[src/rtl/el2_lsu_fault_pipe_if.sv]
// el2_lsu_fault_pipe_if
// Bundles the D-stage fault-check packet, pipeline control, the R-stage
// LSU error packet and the sticky capture / counter outputs of
// el2_lsu_fault_pipe.
//   master : address-check / TLU side (drives D packet, freeze, flush, ack)
//   slave  : el2_lsu_fault_pipe (drives error packet, capture, counter)
interface el2_lsu_fault_pipe_if #(
  parameter int AW    = 32,
  parameter int CNT_W = 8
);
  // D-stage packet from the address checker
  logic             lsu_pkt_valid_d;
  logic             lsu_pkt_store_d;
  logic             lsu_pkt_dma_d;
  logic             lsu_pkt_fast_int_d;
  logic             access_fault_d;
  logic             misaligned_fault_d;
  logic [3:0]       exc_mscause_d;
  logic             fir_dccm_access_error_d;
  logic             fir_nondccm_access_error_d;
  logic [AW-1:0]    start_addr_d;
  // pipeline control / acknowledge
  logic             lsu_freeze;
  logic             dec_tlu_flush_lower_r;
  logic             err_ack;
  // R-stage error packet
  logic             lsu_error_valid_r;
  logic             lsu_error_misaligned_r;
  logic             lsu_error_store_r;
  logic [3:0]       lsu_error_mscause_r;
  logic [AW-1:0]    lsu_error_addr_r;
  logic [1:0]       lsu_fir_error_r;
  // sticky capture and counter
  logic             err_pending;
  logic [3:0]       err_cap_mscause;
  logic [AW-1:0]    err_cap_addr;
  logic [CNT_W-1:0] err_cnt;

  modport master (
    output lsu_pkt_valid_d, lsu_pkt_store_d, lsu_pkt_dma_d, lsu_pkt_fast_int_d,
           access_fault_d, misaligned_fault_d, exc_mscause_d,
           fir_dccm_access_error_d, fir_nondccm_access_error_d, start_addr_d,
           lsu_freeze, dec_tlu_flush_lower_r, err_ack,
    input  lsu_error_valid_r, lsu_error_misaligned_r, lsu_error_store_r,
           lsu_error_mscause_r, lsu_error_addr_r, lsu_fir_error_r,
           err_pending, err_cap_mscause, err_cap_addr, err_cnt
  );

  modport slave (
    input  lsu_pkt_valid_d, lsu_pkt_store_d, lsu_pkt_dma_d, lsu_pkt_fast_int_d,
           access_fault_d, misaligned_fault_d, exc_mscause_d,
           fir_dccm_access_error_d, fir_nondccm_access_error_d, start_addr_d,
           lsu_freeze, dec_tlu_flush_lower_r, err_ack,
    output lsu_error_valid_r, lsu_error_misaligned_r, lsu_error_store_r,
           lsu_error_mscause_r, lsu_error_addr_r, lsu_fir_error_r,
           err_pending, err_cap_mscause, err_cap_addr, err_cnt
  );
endinterface

[src/rtl/el2_lsu_fault_pipe.sv]
// el2_lsu_fault_pipe
// Carries per-access fault results from D through M to R and presents one
// architectural LSU error packet to the trap logic. Also keeps a sticky
// first-error capture (mscause/address) and a saturating error counter.
// Ports:
//   clk  - core clock
//   rst  - asynchronous active-high reset
//   bus  - el2_lsu_fault_pipe_if.slave (D packet in, R packet / capture out)
module el2_lsu_fault_pipe #(
  parameter int AW    = 32,
  parameter int CNT_W = 8
) (
  input  logic                 clk,
  input  logic                 rst,
  el2_lsu_fault_pipe_if.slave  bus
);

  localparam logic [CNT_W-1:0] CNT_ONE = {{(CNT_W-1){1'b0}}, 1'b1};

  logic             m_valid_q, m_valid_d, r_valid_q, r_valid_d;
  logic             m_fault_q, m_fault_d, r_fault_q, r_fault_d;
  logic             m_mis_q, m_mis_d, r_mis_q, r_mis_d;
  logic             m_store_q, m_store_d, r_store_q, r_store_d;
  logic [3:0]       m_cause_q, m_cause_d, r_cause_q, r_cause_d;
  logic [AW-1:0]    m_addr_q, m_addr_d, r_addr_q, r_addr_d;
  logic [1:0]       m_fir_q, m_fir_d, r_fir_q, r_fir_d;
  logic             pend_q, pend_d;
  logic [3:0]       cap_cause_q, cap_cause_d;
  logic [AW-1:0]    cap_addr_q, cap_addr_d;
  logic [CNT_W-1:0] cnt_q, cnt_d;

  logic             freeze, flush, err_valid, cap_en;
  logic [1:0]       d_fir;

  assign freeze = bus.lsu_freeze;
  assign flush  = bus.dec_tlu_flush_lower_r;

  // DCCM error wins when both fast-int error sources fire
  assign d_fir = ~bus.lsu_pkt_fast_int_d       ? 2'b00 :
                 bus.fir_dccm_access_error_d    ? 2'b01 :
                 bus.fir_nondccm_access_error_d ? 2'b10 : 2'b00;

  always_comb begin
    // payloads advance only when unfrozen; flush clears valids even when frozen
    m_fault_d = freeze ? m_fault_q : (bus.access_fault_d | bus.misaligned_fault_d);
    m_mis_d   = freeze ? m_mis_q   : bus.misaligned_fault_d;
    m_store_d = freeze ? m_store_q : bus.lsu_pkt_store_d;
    m_cause_d = freeze ? m_cause_q : bus.exc_mscause_d;
    m_addr_d  = freeze ? m_addr_q  : bus.start_addr_d;
    m_fir_d   = freeze ? m_fir_q   : d_fir;
    r_fault_d = freeze ? r_fault_q : m_fault_q;
    r_mis_d   = freeze ? r_mis_q   : m_mis_q;
    r_store_d = freeze ? r_store_q : m_store_q;
    r_cause_d = freeze ? r_cause_q : m_cause_q;
    r_addr_d  = freeze ? r_addr_q  : m_addr_q;
    r_fir_d   = freeze ? r_fir_q   : m_fir_q;
    m_valid_d = flush ? 1'b0 : freeze ? m_valid_q
                             : (bus.lsu_pkt_valid_d & ~bus.lsu_pkt_dma_d);
    r_valid_d = flush ? 1'b0 : freeze ? r_valid_q : m_valid_q;
  end

  assign err_valid = r_valid_q & r_fault_q;

  // a frozen R error is seen repeatedly; only the unfrozen cycle counts
  assign cap_en      = err_valid & ~freeze & (~pend_q | bus.err_ack);
  assign pend_d      = cap_en | (pend_q & ~bus.err_ack);
  assign cap_cause_d = cap_en ? r_cause_q : cap_cause_q;
  assign cap_addr_d  = cap_en ? r_addr_q  : cap_addr_q;
  assign cnt_d       = (err_valid & ~freeze & ~(&cnt_q)) ? cnt_q + CNT_ONE : cnt_q;

  always_ff @(posedge clk or posedge rst) begin
    if (rst) begin
      m_valid_q   <= 1'b0;  r_valid_q <= 1'b0;
      m_fault_q   <= 1'b0;  r_fault_q <= 1'b0;
      m_mis_q     <= 1'b0;  r_mis_q   <= 1'b0;
      m_store_q   <= 1'b0;  r_store_q <= 1'b0;
      m_cause_q   <= '0;    r_cause_q <= '0;
      m_addr_q    <= '0;    r_addr_q  <= '0;
      m_fir_q     <= '0;    r_fir_q   <= '0;
      pend_q      <= 1'b0;
      cap_cause_q <= '0;
      cap_addr_q  <= '0;
      cnt_q       <= '0;
    end else begin
      m_valid_q   <= m_valid_d;  r_valid_q <= r_valid_d;
      m_fault_q   <= m_fault_d;  r_fault_q <= r_fault_d;
      m_mis_q     <= m_mis_d;    r_mis_q   <= r_mis_d;
      m_store_q   <= m_store_d;  r_store_q <= r_store_d;
      m_cause_q   <= m_cause_d;  r_cause_q <= r_cause_d;
      m_addr_q    <= m_addr_d;   r_addr_q  <= r_addr_d;
      m_fir_q     <= m_fir_d;    r_fir_q   <= r_fir_d;
      pend_q      <= pend_d;
      cap_cause_q <= cap_cause_d;
      cap_addr_q  <= cap_addr_d;
      cnt_q       <= cnt_d;
    end
  end

  assign bus.lsu_error_valid_r      = err_valid;
  assign bus.lsu_error_misaligned_r = err_valid & r_mis_q;
  assign bus.lsu_error_store_r      = err_valid & r_store_q;
  assign bus.lsu_error_mscause_r    = err_valid ? r_cause_q : 4'h0;
  assign bus.lsu_error_addr_r       = err_valid ? r_addr_q  : '0;
  assign bus.lsu_fir_error_r        = r_valid_q ? r_fir_q   : 2'b00;
  assign bus.err_pending            = pend_q;
  assign bus.err_cap_mscause        = cap_cause_q;
  assign bus.err_cap_addr           = cap_addr_q;
  assign bus.err_cnt                = cnt_q;

endmodule

[src/flat_wrapper.sv]
// flat-port wrapper written by rule: the top's interface ports become plain ports
module el2_lsu_fault_pipe_flat 
#(
  parameter int AW    = 32,
  parameter int CNT_W = 8
)
  (clk, rst, bus_lsu_pkt_valid_d, bus_lsu_pkt_store_d, bus_lsu_pkt_dma_d, bus_lsu_pkt_fast_int_d, bus_access_fault_d, bus_misaligned_fault_d, bus_exc_mscause_d, bus_fir_dccm_access_error_d, bus_fir_nondccm_access_error_d, bus_start_addr_d, bus_lsu_freeze, bus_dec_tlu_flush_lower_r, bus_err_ack, bus_lsu_error_valid_r, bus_lsu_error_misaligned_r, bus_lsu_error_store_r, bus_lsu_error_mscause_r, bus_lsu_error_addr_r, bus_lsu_fir_error_r, bus_err_pending, bus_err_cap_mscause, bus_err_cap_addr, bus_err_cnt);
  el2_lsu_fault_pipe_if #(.AW(AW), .CNT_W(CNT_W)) bus_i ();
  input  logic clk;
  input  logic rst;
  input wire logic [$bits(bus_i.lsu_pkt_valid_d)-1:0] bus_lsu_pkt_valid_d;
  input wire logic [$bits(bus_i.lsu_pkt_store_d)-1:0] bus_lsu_pkt_store_d;
  input wire logic [$bits(bus_i.lsu_pkt_dma_d)-1:0] bus_lsu_pkt_dma_d;
  input wire logic [$bits(bus_i.lsu_pkt_fast_int_d)-1:0] bus_lsu_pkt_fast_int_d;
  input wire logic [$bits(bus_i.access_fault_d)-1:0] bus_access_fault_d;
  input wire logic [$bits(bus_i.misaligned_fault_d)-1:0] bus_misaligned_fault_d;
  input wire logic [$bits(bus_i.exc_mscause_d)-1:0] bus_exc_mscause_d;
  input wire logic [$bits(bus_i.fir_dccm_access_error_d)-1:0] bus_fir_dccm_access_error_d;
  input wire logic [$bits(bus_i.fir_nondccm_access_error_d)-1:0] bus_fir_nondccm_access_error_d;
  input wire logic [$bits(bus_i.start_addr_d)-1:0] bus_start_addr_d;
  input wire logic [$bits(bus_i.lsu_freeze)-1:0] bus_lsu_freeze;
  input wire logic [$bits(bus_i.dec_tlu_flush_lower_r)-1:0] bus_dec_tlu_flush_lower_r;
  input wire logic [$bits(bus_i.err_ack)-1:0] bus_err_ack;
  output wire logic [$bits(bus_i.lsu_error_valid_r)-1:0] bus_lsu_error_valid_r;
  output wire logic [$bits(bus_i.lsu_error_misaligned_r)-1:0] bus_lsu_error_misaligned_r;
  output wire logic [$bits(bus_i.lsu_error_store_r)-1:0] bus_lsu_error_store_r;
  output wire logic [$bits(bus_i.lsu_error_mscause_r)-1:0] bus_lsu_error_mscause_r;
  output wire logic [$bits(bus_i.lsu_error_addr_r)-1:0] bus_lsu_error_addr_r;
  output wire logic [$bits(bus_i.lsu_fir_error_r)-1:0] bus_lsu_fir_error_r;
  output wire logic [$bits(bus_i.err_pending)-1:0] bus_err_pending;
  output wire logic [$bits(bus_i.err_cap_mscause)-1:0] bus_err_cap_mscause;
  output wire logic [$bits(bus_i.err_cap_addr)-1:0] bus_err_cap_addr;
  output wire logic [$bits(bus_i.err_cnt)-1:0] bus_err_cnt;
  assign bus_i.lsu_pkt_valid_d = bus_lsu_pkt_valid_d;
  assign bus_i.lsu_pkt_store_d = bus_lsu_pkt_store_d;
  assign bus_i.lsu_pkt_dma_d = bus_lsu_pkt_dma_d;
  assign bus_i.lsu_pkt_fast_int_d = bus_lsu_pkt_fast_int_d;
  assign bus_i.access_fault_d = bus_access_fault_d;
  assign bus_i.misaligned_fault_d = bus_misaligned_fault_d;
  assign bus_i.exc_mscause_d = bus_exc_mscause_d;
  assign bus_i.fir_dccm_access_error_d = bus_fir_dccm_access_error_d;
  assign bus_i.fir_nondccm_access_error_d = bus_fir_nondccm_access_error_d;
  assign bus_i.start_addr_d = bus_start_addr_d;
  assign bus_i.lsu_freeze = bus_lsu_freeze;
  assign bus_i.dec_tlu_flush_lower_r = bus_dec_tlu_flush_lower_r;
  assign bus_i.err_ack = bus_err_ack;
  assign bus_lsu_error_valid_r = bus_i.lsu_error_valid_r;
  assign bus_lsu_error_misaligned_r = bus_i.lsu_error_misaligned_r;
  assign bus_lsu_error_store_r = bus_i.lsu_error_store_r;
  assign bus_lsu_error_mscause_r = bus_i.lsu_error_mscause_r;
  assign bus_lsu_error_addr_r = bus_i.lsu_error_addr_r;
  assign bus_lsu_fir_error_r = bus_i.lsu_fir_error_r;
  assign bus_err_pending = bus_i.err_pending;
  assign bus_err_cap_mscause = bus_i.err_cap_mscause;
  assign bus_err_cap_addr = bus_i.err_cap_addr;
  assign bus_err_cnt = bus_i.err_cnt;
  el2_lsu_fault_pipe #(.AW(AW), .CNT_W(CNT_W)) u_core (.clk(clk), .rst(rst), .bus(bus_i));
endmodule
[config.mk]
export PLATFORM = sky130hd
export DESIGN_NAME = el2_lsu_fault_pipe_flat
export DESIGN_NICKNAME = d
export VERILOG_FILES = /design/src/rtl/el2_lsu_fault_pipe_if.sv /design/src/rtl/el2_lsu_fault_pipe.sv /design/src/flat_wrapper.sv
export SDC_FILE = /design/constraint.sdc
export NUM_CORES = 1
export LEC_CHECK = 0
export CAP_MARGIN = 10
export CORE_ASPECT_RATIO = 0.8
export CORE_MARGIN = 5
export CORE_UTILIZATION = 49
export DETAILED_ROUTE_END_ITERATION = 10
export PLACE_DENSITY_LB_ADDON = 0.08
export SETUP_SLACK_MARGIN = 0.2
export SYNTH_ARGS = -nofsm -noshare
export SYNTH_HDL_FRONTEND = slang
export SYNTH_SLANG_ARGS = --single-unit
export TNS_END_PERCENT = 30
[constraint.sdc]
create_clock -name clk -period 5.4 [get_ports clk]
set_input_delay 1.08 -clock clk [delete_from_list [all_inputs] [get_ports clk]]
set_output_delay 1.08 -clock clk [all_outputs]
set_load 0.01 [all_outputs]
# Word level (Yosys, flattened, before mapping)
# Cells that the tools add are included.
op_classes:
  bitwise: 16
  addsub: 1
  n_mux: 10
  eq_ne: 1
  reduce_logical: 1
ops:
  columns: ["operator", "count"]
  rows:
  - ["2-to-1 mux 32 bit", 1]
  - ["adder 8 x 1 -> 8 bit, second input constant", 1]
  - ["AND 1 bit", 8]
  - ["2-to-1 mux 2 bit", 4]
  - ["AND reduction 8 bit", 1]
  - ["inverter 1 bit", 5]
  - ["2-to-1 mux 1 bit", 4]
  - ["2-to-1 mux 4 bit", 1]
  - ["OR 1 bit", 3]
  - ["!= test 2 x 1 -> 1 bit, second input constant", 1]
totals:
  wordCells: 47
  register_bits: 129
  output_inout_bits: 86
  in_bits: 49

# Longest topological paths before layout
# Gate-level depths: netlist of the first run.
depth:
  depth_word: 4
  ltp_mapped: 6
  ltp_nobuf: 5

# Least setup slack after synthesis of the first run
# OpenSTA, ideal clock, no wires.
synth_timing:
  path_kind: "input-to-reg"
  start: "input port bus_lsu_freeze"
  end: "register u_core.cap_addr_q[0], in the netlist u_core.bus.err_cap_addr[0]"
  setup_time_ns: 0.125
  arrival_ns: 2.128
  path_slack_ns: 3.147
  path_stages: 4
  path_buffers: 2
  required_time_ns: 5.275
  cell_sequence: "buf_2 nor3_4 buf_6 mux2_2"
synth_between:
  elab_chain_cells: 3
synth_lines:
  columns: ["item", "line", "source"]
  rows:
  - ["start, declared", "flat_wrapper.sv:21", "input wire logic [$bits(bus_i.lsu_freeze)-1:0] bus_lsu_freeze;"]
  - ["inverter 1 bit", "el2_lsu_fault_pipe.sv:65", "assign cap_en = err_valid & ~freeze & (~pend_q | bus.err_ack);"]
  - ["AND 1 bit (2 in series)", "el2_lsu_fault_pipe.sv:65", null]
  - ["end signal, assigned", "el2_lsu_fault_pipe.sv:94", "cap_addr_q <= cap_addr_d;"]
  - ["end, declared", "el2_lsu_fault_pipe.sv:29", "logic [AW-1:0] cap_addr_q, cap_addr_d;"]
# Every way passes these cells.
# A chain may end at the register's enable or synchronous reset.

# Worst setup path after layout of the first run
layout_timing:
  start: "register u_core.r_valid_q"
  end: "output port bus_lsu_error_valid_r"
layout_between:
  elab_chain_cells: 1
layout_lines:
  columns: ["item", "line", "source"]
  rows:
  - ["start, declared", "el2_lsu_fault_pipe.sv:20", "logic m_valid_q, m_valid_d, r_valid_q, r_valid_d;"]
  - ["start signal, assigned", "el2_lsu_fault_pipe.sv:85", "m_valid_q <= m_valid_d; r_valid_q <= r_valid_d;"]
  - ["AND 1 bit", "el2_lsu_fault_pipe.sv:62", "assign err_valid = r_valid_q & r_fault_q;"]
  - ["end, declared", "flat_wrapper.sv:24", "output wire logic [$bits(bus_i.lsu_error_valid_r)-1:0] bus_lsu_error_valid_r;"]
# Every way passes these cells.

==> qor.yml, run 1 <==
hold_path:
  min_path_type: "reg2reg"
  whs_path_depth: 2
pwr:
  p_leak_nw: 3.26
  total_power_mw: 2.65
  vdd_drop_max_uv: 247
  powerDensity_nw_per_um2: 368
grt:
  grt_pass1_wl_um: 18600
  grt_antenna_before_repair: 0
  grt_start_max_net_pins: 93
  grt.overflow.total: 0
  grt_pass1_vias: 3539
  grt_use_total: 0.186
synthesis:
  synth_top_area_frac: 0.623
  synth.most_common_cell: "dfrtp_1"
  async_reset_ff_frac: 1.00
  synth_compound_area_frac: 0.00990
  syn-mean-instance-area_um2: 14.8
  synthTopCellsByArea: "dfrtp_1 (62%), mux2_2 (25%), and3_1 (4.7%), buf_2 (0.97%), buf_6 (0.65%)"
  synth-edff-count: 0
  syn_area_um2: 5180
  synth-seq-cells: 129
  synth.distinct_cells: 29
  post-synth-top-area-cell: "dfrtp_1"
  synth-seq-area-share: 0.623
  netlist_instances: 351
  yosysWarnings: 0
  synth_common_cells: "dfrtp_1 (129), mux2_2 (114), and3_1 (39)"
  synth_xor_area_frac: 0.00845
  syn_nets: 401
  synthFlopType: "dfrtp_1"
  synth_mux_area_frac: 0.254
  synthSimpleGateAreaFrac: 0.0787
  synth_top_family_by_area: "multiplexers"
  synth_fa_ha_area_frac: 0.00241
cts:
  worstSkewPairLatency_ns: 0.40
  cts_setup_buffers: 0
  clk_pin_slew_ns: 0.05
  cts_root_buf: "clkbuf_16"
  cts_tree: "done"
  clock_sinks: 129
  clockBufferDepth: 2
  cts_buffers: 17
  post_cts_resize_count: 0
  hold_buffers: 0
  ctsHtreeMaxLevel: 4
timing:
  slew_viol_final: 0
  hold_ws_ns: 0.485
  period_share: 0.623
  fmax_mhz: 297
  tightestPinTransition_ns: 1.13
  tns_ns: 0
  finalSetupViolations: 0
  period_minus_slack_ns: 3.37
  fin_skew_ns: 0.00622
  hold_viol_final: 0
  slew_headroom: 0.249
  rsz0062_at_grt: "false"
cells_and_area:
  fin_nets: 538
  num_antenna_cells: 0
  filler_cell_count: 706
  drive_gt1_frac: 0.299
  fin_cells: 641
  area_delta_synth_final_pct: 39.0
floorplanning:
  fp.dieH_um: 102
  io_pins: 135
  dieArea_um2: 12700
  start_util: 0.504
  die_x_um: 125
  core_um2: 10300
  std_cell_rows: 33
detailed_routing:
  dr.pass1.iters: 4
  wl_per_cell_um: 17.6
  drc_errors: 0
  totalWireLength_um: 11300
  via_per_inst: 5.18
  drt-initial-drc-count: 187
  num_vias: 3323
  ant_nets: 0
setup_path:
  critPathRequiredTime_ns: 4.32
  path_max_fanout: 24
  rr_worst_depth: 5
  cp_slowest_stage_delay_ns: 0.69
  crit_path_start_kind: "flip-flop"
  endpoint_kind: "output port"
  criticalPathCategory: "reg2out"
  worstPathArrival_ns: 2.29
  crit_path_top_delay_cell: "dfrtp_1"
  timing.critical_path.cells: "buf_4, nand2_2, inv_1, clkdlybuf4s50_1"
placement:
  dpl.cell_count: 609
  globalplace.congestion: 0.807
  io_buffers: 134
  dp_hpwl_um: 7340
status:
  status: "finished, final reports clean"
run:
  max-cap-violations: 0
## cell usage in the layout, fill, tap and decap left out, types with 3 or more instances in the layout
master and count:
a21oi_1 3, and2_1 3, and3_1 39, buf_4 6
clkbuf_1 6, clkbuf_16 17, clkbuf_8 4, clkdlybuf4s50_1 133
clkinv_2 3, dfrtp_1 129, mux2_2 114, nand2_1 6
nor2_1 7, o21ai_0 4, xnor2_1 3
## power breakdown
| part | switching [mW] | internal (mW) | total [mW] | leakage, nW |
|---|---|---|---|---|
| Combinational | 0.131 | 0.232 | 0.363 | 1.37 |
| Clock | 0.375 | 0.727 | 1.10 | 0.285 |
| Sequential | 0.0865 | 1.10 | 1.18 | 1.60 |
## worst paths after layout
kind | from | end | slack (ns)
hold reg to reg | u_core.m_fir_q[1]$_DFFE_PP0N_ | u_core.m_fir_q[1]$_DFFE_PP0N_ | 0.48
hold / removal | u_core.m_fir_q[1]$_DFFE_PP0N_ | u_core.m_fir_q[1]$_DFFE_PP0N_ | 0.48
setup / recovery | u_core.r_valid_q$_DFFE_PP0P_ | bus_lsu_error_valid_r | 2.03
max in group asynchronous | rst | u_core.r_addr_q[18]$_DFFE_PP0N_ | 3.55
setup reg to reg | u_core.r_valid_q$_DFFE_PP0P_ | u_core.bus.err_cap_addr[14]$_DFFE_PP0P_ | 2.97
min in group asynchronous | rst | u_core.bus.err_cap_addr[23]$_DFFE_PP0P_ | 0.87
## sequential cells by signal, indices dropped and copies added, names as in the netlist, 2 cells and up
signal	count
u_core.m_addr_q	32
u_core.r_fir_q	2
u_core.m_fir_q	2
u_core.r_cause_q	4
u_core.bus.err_cap_addr	32
u_core.bus.err_cap_mscause	4
u_core.bus.err_cnt	8
u_core.m_cause_q	4
u_core.r_addr_q	32
## layer usage
| layer | GRT usage | wire, um |
|---|---|---|
| met2 | 0.306 | 5580 |
| met4 | 0.0617 | 121 |
| met5 | 0 | 0 |
| met3 | 0.0611 | 678 |
| met1 | 0.237 | 4890 |
## worst max-delay path: cells and delay by family, from the launching register on
kind / cells / cell delay (ns)
buffers and inverters: 3 / 1.04
AND/OR/NAND/NOR: 1 / 0.14
flip-flops: 1 / 0.69
## cell families (layout without fill, tap and decap cells)
family	count (synthesis)	after routing
compound gates	9	9
xor+xnor	5	5
fa+ha+maj	1	1
buf+inv	23	173
flops	129	129
mux	117	117
simple gates	67	67
## area by class of cell
cell class | count | area [um2] | area share
Sequential cell | 129 | 3230 | 0.448
Inverter | 2 | 10.0 | 0.00139
Timing Repair Buffer | 139 | 1380 | 0.191
Clock inverter | 5 | 75.1 | 0.0104
Clock buffer | 27 | 503 | 0.0699
Tap cell | 140 | 175 | 0.0243
Multi-Input combinational cell | 199 | 1830 | 0.254
## stage by stage
step                      cell area, um2  setup WS (ns)   util
final                               7200           2.03  0.700
after global routing                7200           1.88  0.700
after CTS                           7200           1.99  0.700
after detailed placement            6620           2.44  0.644
after global placement              6620           2.52  0.644
after floorplan                     5180          0.879      -
(Power assumes the default switching activity.)
==> inputs of run 2 (changes only) <==
- CORE_UTILIZATION: 49 -> 44
- clock period: 5.4 -> 2.75 ns (I/O delays scaled with it)
==> qor.yml, run 2 (synthesis results as in run 1) <==
timing:
  fin_skew_ns: 0.00571
  slew_headroom: 0.735
  hold_ws_ns: 0.473
  hold_viol_final: 0
  fmax_mhz: 412
  tightestPinTransition_ns: 0.393
  rsz0062_at_grt: "false"
  finalSetupViolations: 0
  tns_ns: 0
  period_share: 0.882
  period_minus_slack_ns: 2.43
  slew_viol_final: 0
cells_and_area:
  final_common_cell: "clkdlybuf4s50_1"
  final_cell_mix: "clkdlybuf4s50_1 (133), dfrtp_1 (128), mux2_2 (114)"
  filler_cell_count: 911
  fin_nets: 539
  num_antenna_cells: 0
  register_area_um2: 3230
  multiInputGateArea_um2: 1830
  area_delta_synth_final_pct: 40.1
  drive_gt1_frac: 0.304
grt:
  grt_pass1_wl_um: 18500
  grt_antenna_before_repair: 0
  grt.overflow.total: 0
  grt_start_max_net_pins: 81
  grt_pass1_vias: 3530
  grt_use_total: 0.166
floorplanning:
  io_pins: 135
  start_util: 0.450
  dieArea_um2: 14100
  std_cell_rows: 35
  core_um2: 11500
  die_x_um: 131
  fp.dieH_um: 107
detailed_routing:
  drt-initial-drc-count: 180
  ant_nets: 0
  dr.pass1.iters: 4
  wl_per_cell_um: 17.0
  totalWireLength_um: 11000
  via_per_inst: 5.07
  drc_errors: 0
  num_vias: 3283
hold_path:
  min_path_type: "in2async"
pwr:
  p_leak_nw: 3.27
  vdd_drop_max_uv: 377
  powerDensity_nw_per_um2: 711
setup_path:
  path_max_fanout: 31
  crit_path_start_kind: "flip-flop"
  criticalPathCategory: "reg2out"
  rr_endpoint: "u_core.bus.err_cap_addr[24]$_DFFE_PP0P_"
  worstPathArrival_ns: 1.88
  rr_worst_depth: 5
  r2r_setup_slack_ns: 0.94
  critPathRequiredTime_ns: 2.20
  crit_path_start: "u_core.r_fault_q$_DFFE_PP0N_"
  r2r_start: "u_core.r_fault_q$_DFFE_PP0N_"
  endpoint_kind: "output port"
cts:
  cts_root_buf: "clkbuf_16"
  hold_buffers: 0
  ctsHtreeMaxLevel: 4
  cts_buffers: 17
  cts_tree: "done"
  clk_pin_slew_ns: 0.05
  clock_sinks: 129
  worstSkewPairLatency_ns: 0.41
  clockBufferDepth: 2
status:
  status: "finished, final reports clean"
placement:
  io_buffers: 134
  globalplace.congestion: 0.749
  dp_hpwl_um: 7090
run:
  max-cap-violations: 0
[run 2: changes by cell type in the layout (fill, tap and decap cells not counted), moves of 2 or more]
| cell | change |
|---|---|
| clkinv_2 | +2 |
| buf_12 | +5 |
| clkbuf_8 | -2 |
| buf_4 | -5 |
| clkbuf_1 | -2 |
[run 2: timing repair]
action	4_1_cts	5_1_grt
buffers inserted	0	0
endpoints found under the setup margin	0	25
resized for setup	0	2
endpoints found under the hold margin	0	0
[run 2: cell type report]
class / count / area share
inverters: 2 / 0.00155
repair buffers: 140 / 0.200
clock inverters: 7 / 0.0117
clock buffers: 23 / 0.0644
multi-input cells: 199 / 0.252
well taps: 148 / 0.0255
flip-flops and latches: 129 / 0.445
[run 2: worst max-delay path, cell delays in order, from the launching register on]
cell and delay (ns):
dfrtp_2 0.47, buf_12 0.21, nand2_2 0.10, inv_1 0.12, clkdlybuf4s50_1 0.54
[run 2: per-stage QoR]
stage | setup WS, ns | util | instance area [um2] | total power [mW] | cells
6_report | 0.325 | 0.630 | 7260 | 5.16 | 648
5_1_grt | 0.240 | 0.630 | 7260 | 5.40 | 648
4_1_cts | 0.213 | 0.630 | 7260 | 5.24 | 648
3_5_place_dp | 0.653 | 0.582 | 6700 | 3.09 | 618
3_3_place_gp | 0.699 | 0.582 | 6700 | 3.06 | 618
2_1_floorplan | 0.605 | - | 5180 | 2.67 | 351
[run 2: worst max path at each step]
stage,end,slack [ns],cells past startpoint
floorplan,u_core.bus.err_cap_addr[0]$_DFFE_PP0P_,0.60,1
global placement,bus_lsu_error_valid_r,0.70,4
detailed placement,bus_lsu_error_valid_r,0.65,4
CTS,bus_lsu_error_valid_r,0.21,4
global route,bus_lsu_error_valid_r,0.24,4
finish,bus_lsu_error_valid_r,0.32,4
[run 2: power by group]
group          internal (mW)  switching [mW]  leakage [nW]
Clock                   1.36           0.751         0.276
Sequential              2.16           0.157          1.60
Combinational          0.467           0.266          1.40
[run 2: per-layer routing]
layer	part of all wire	GRT usage	vias to the layer above
met3	0.057	0.0525	17
met2	0.47	0.255	87
met4	0.015	0.0705	0
met5	0	0	-
met1	0.46	0.218	1654
li1	-	-	1525
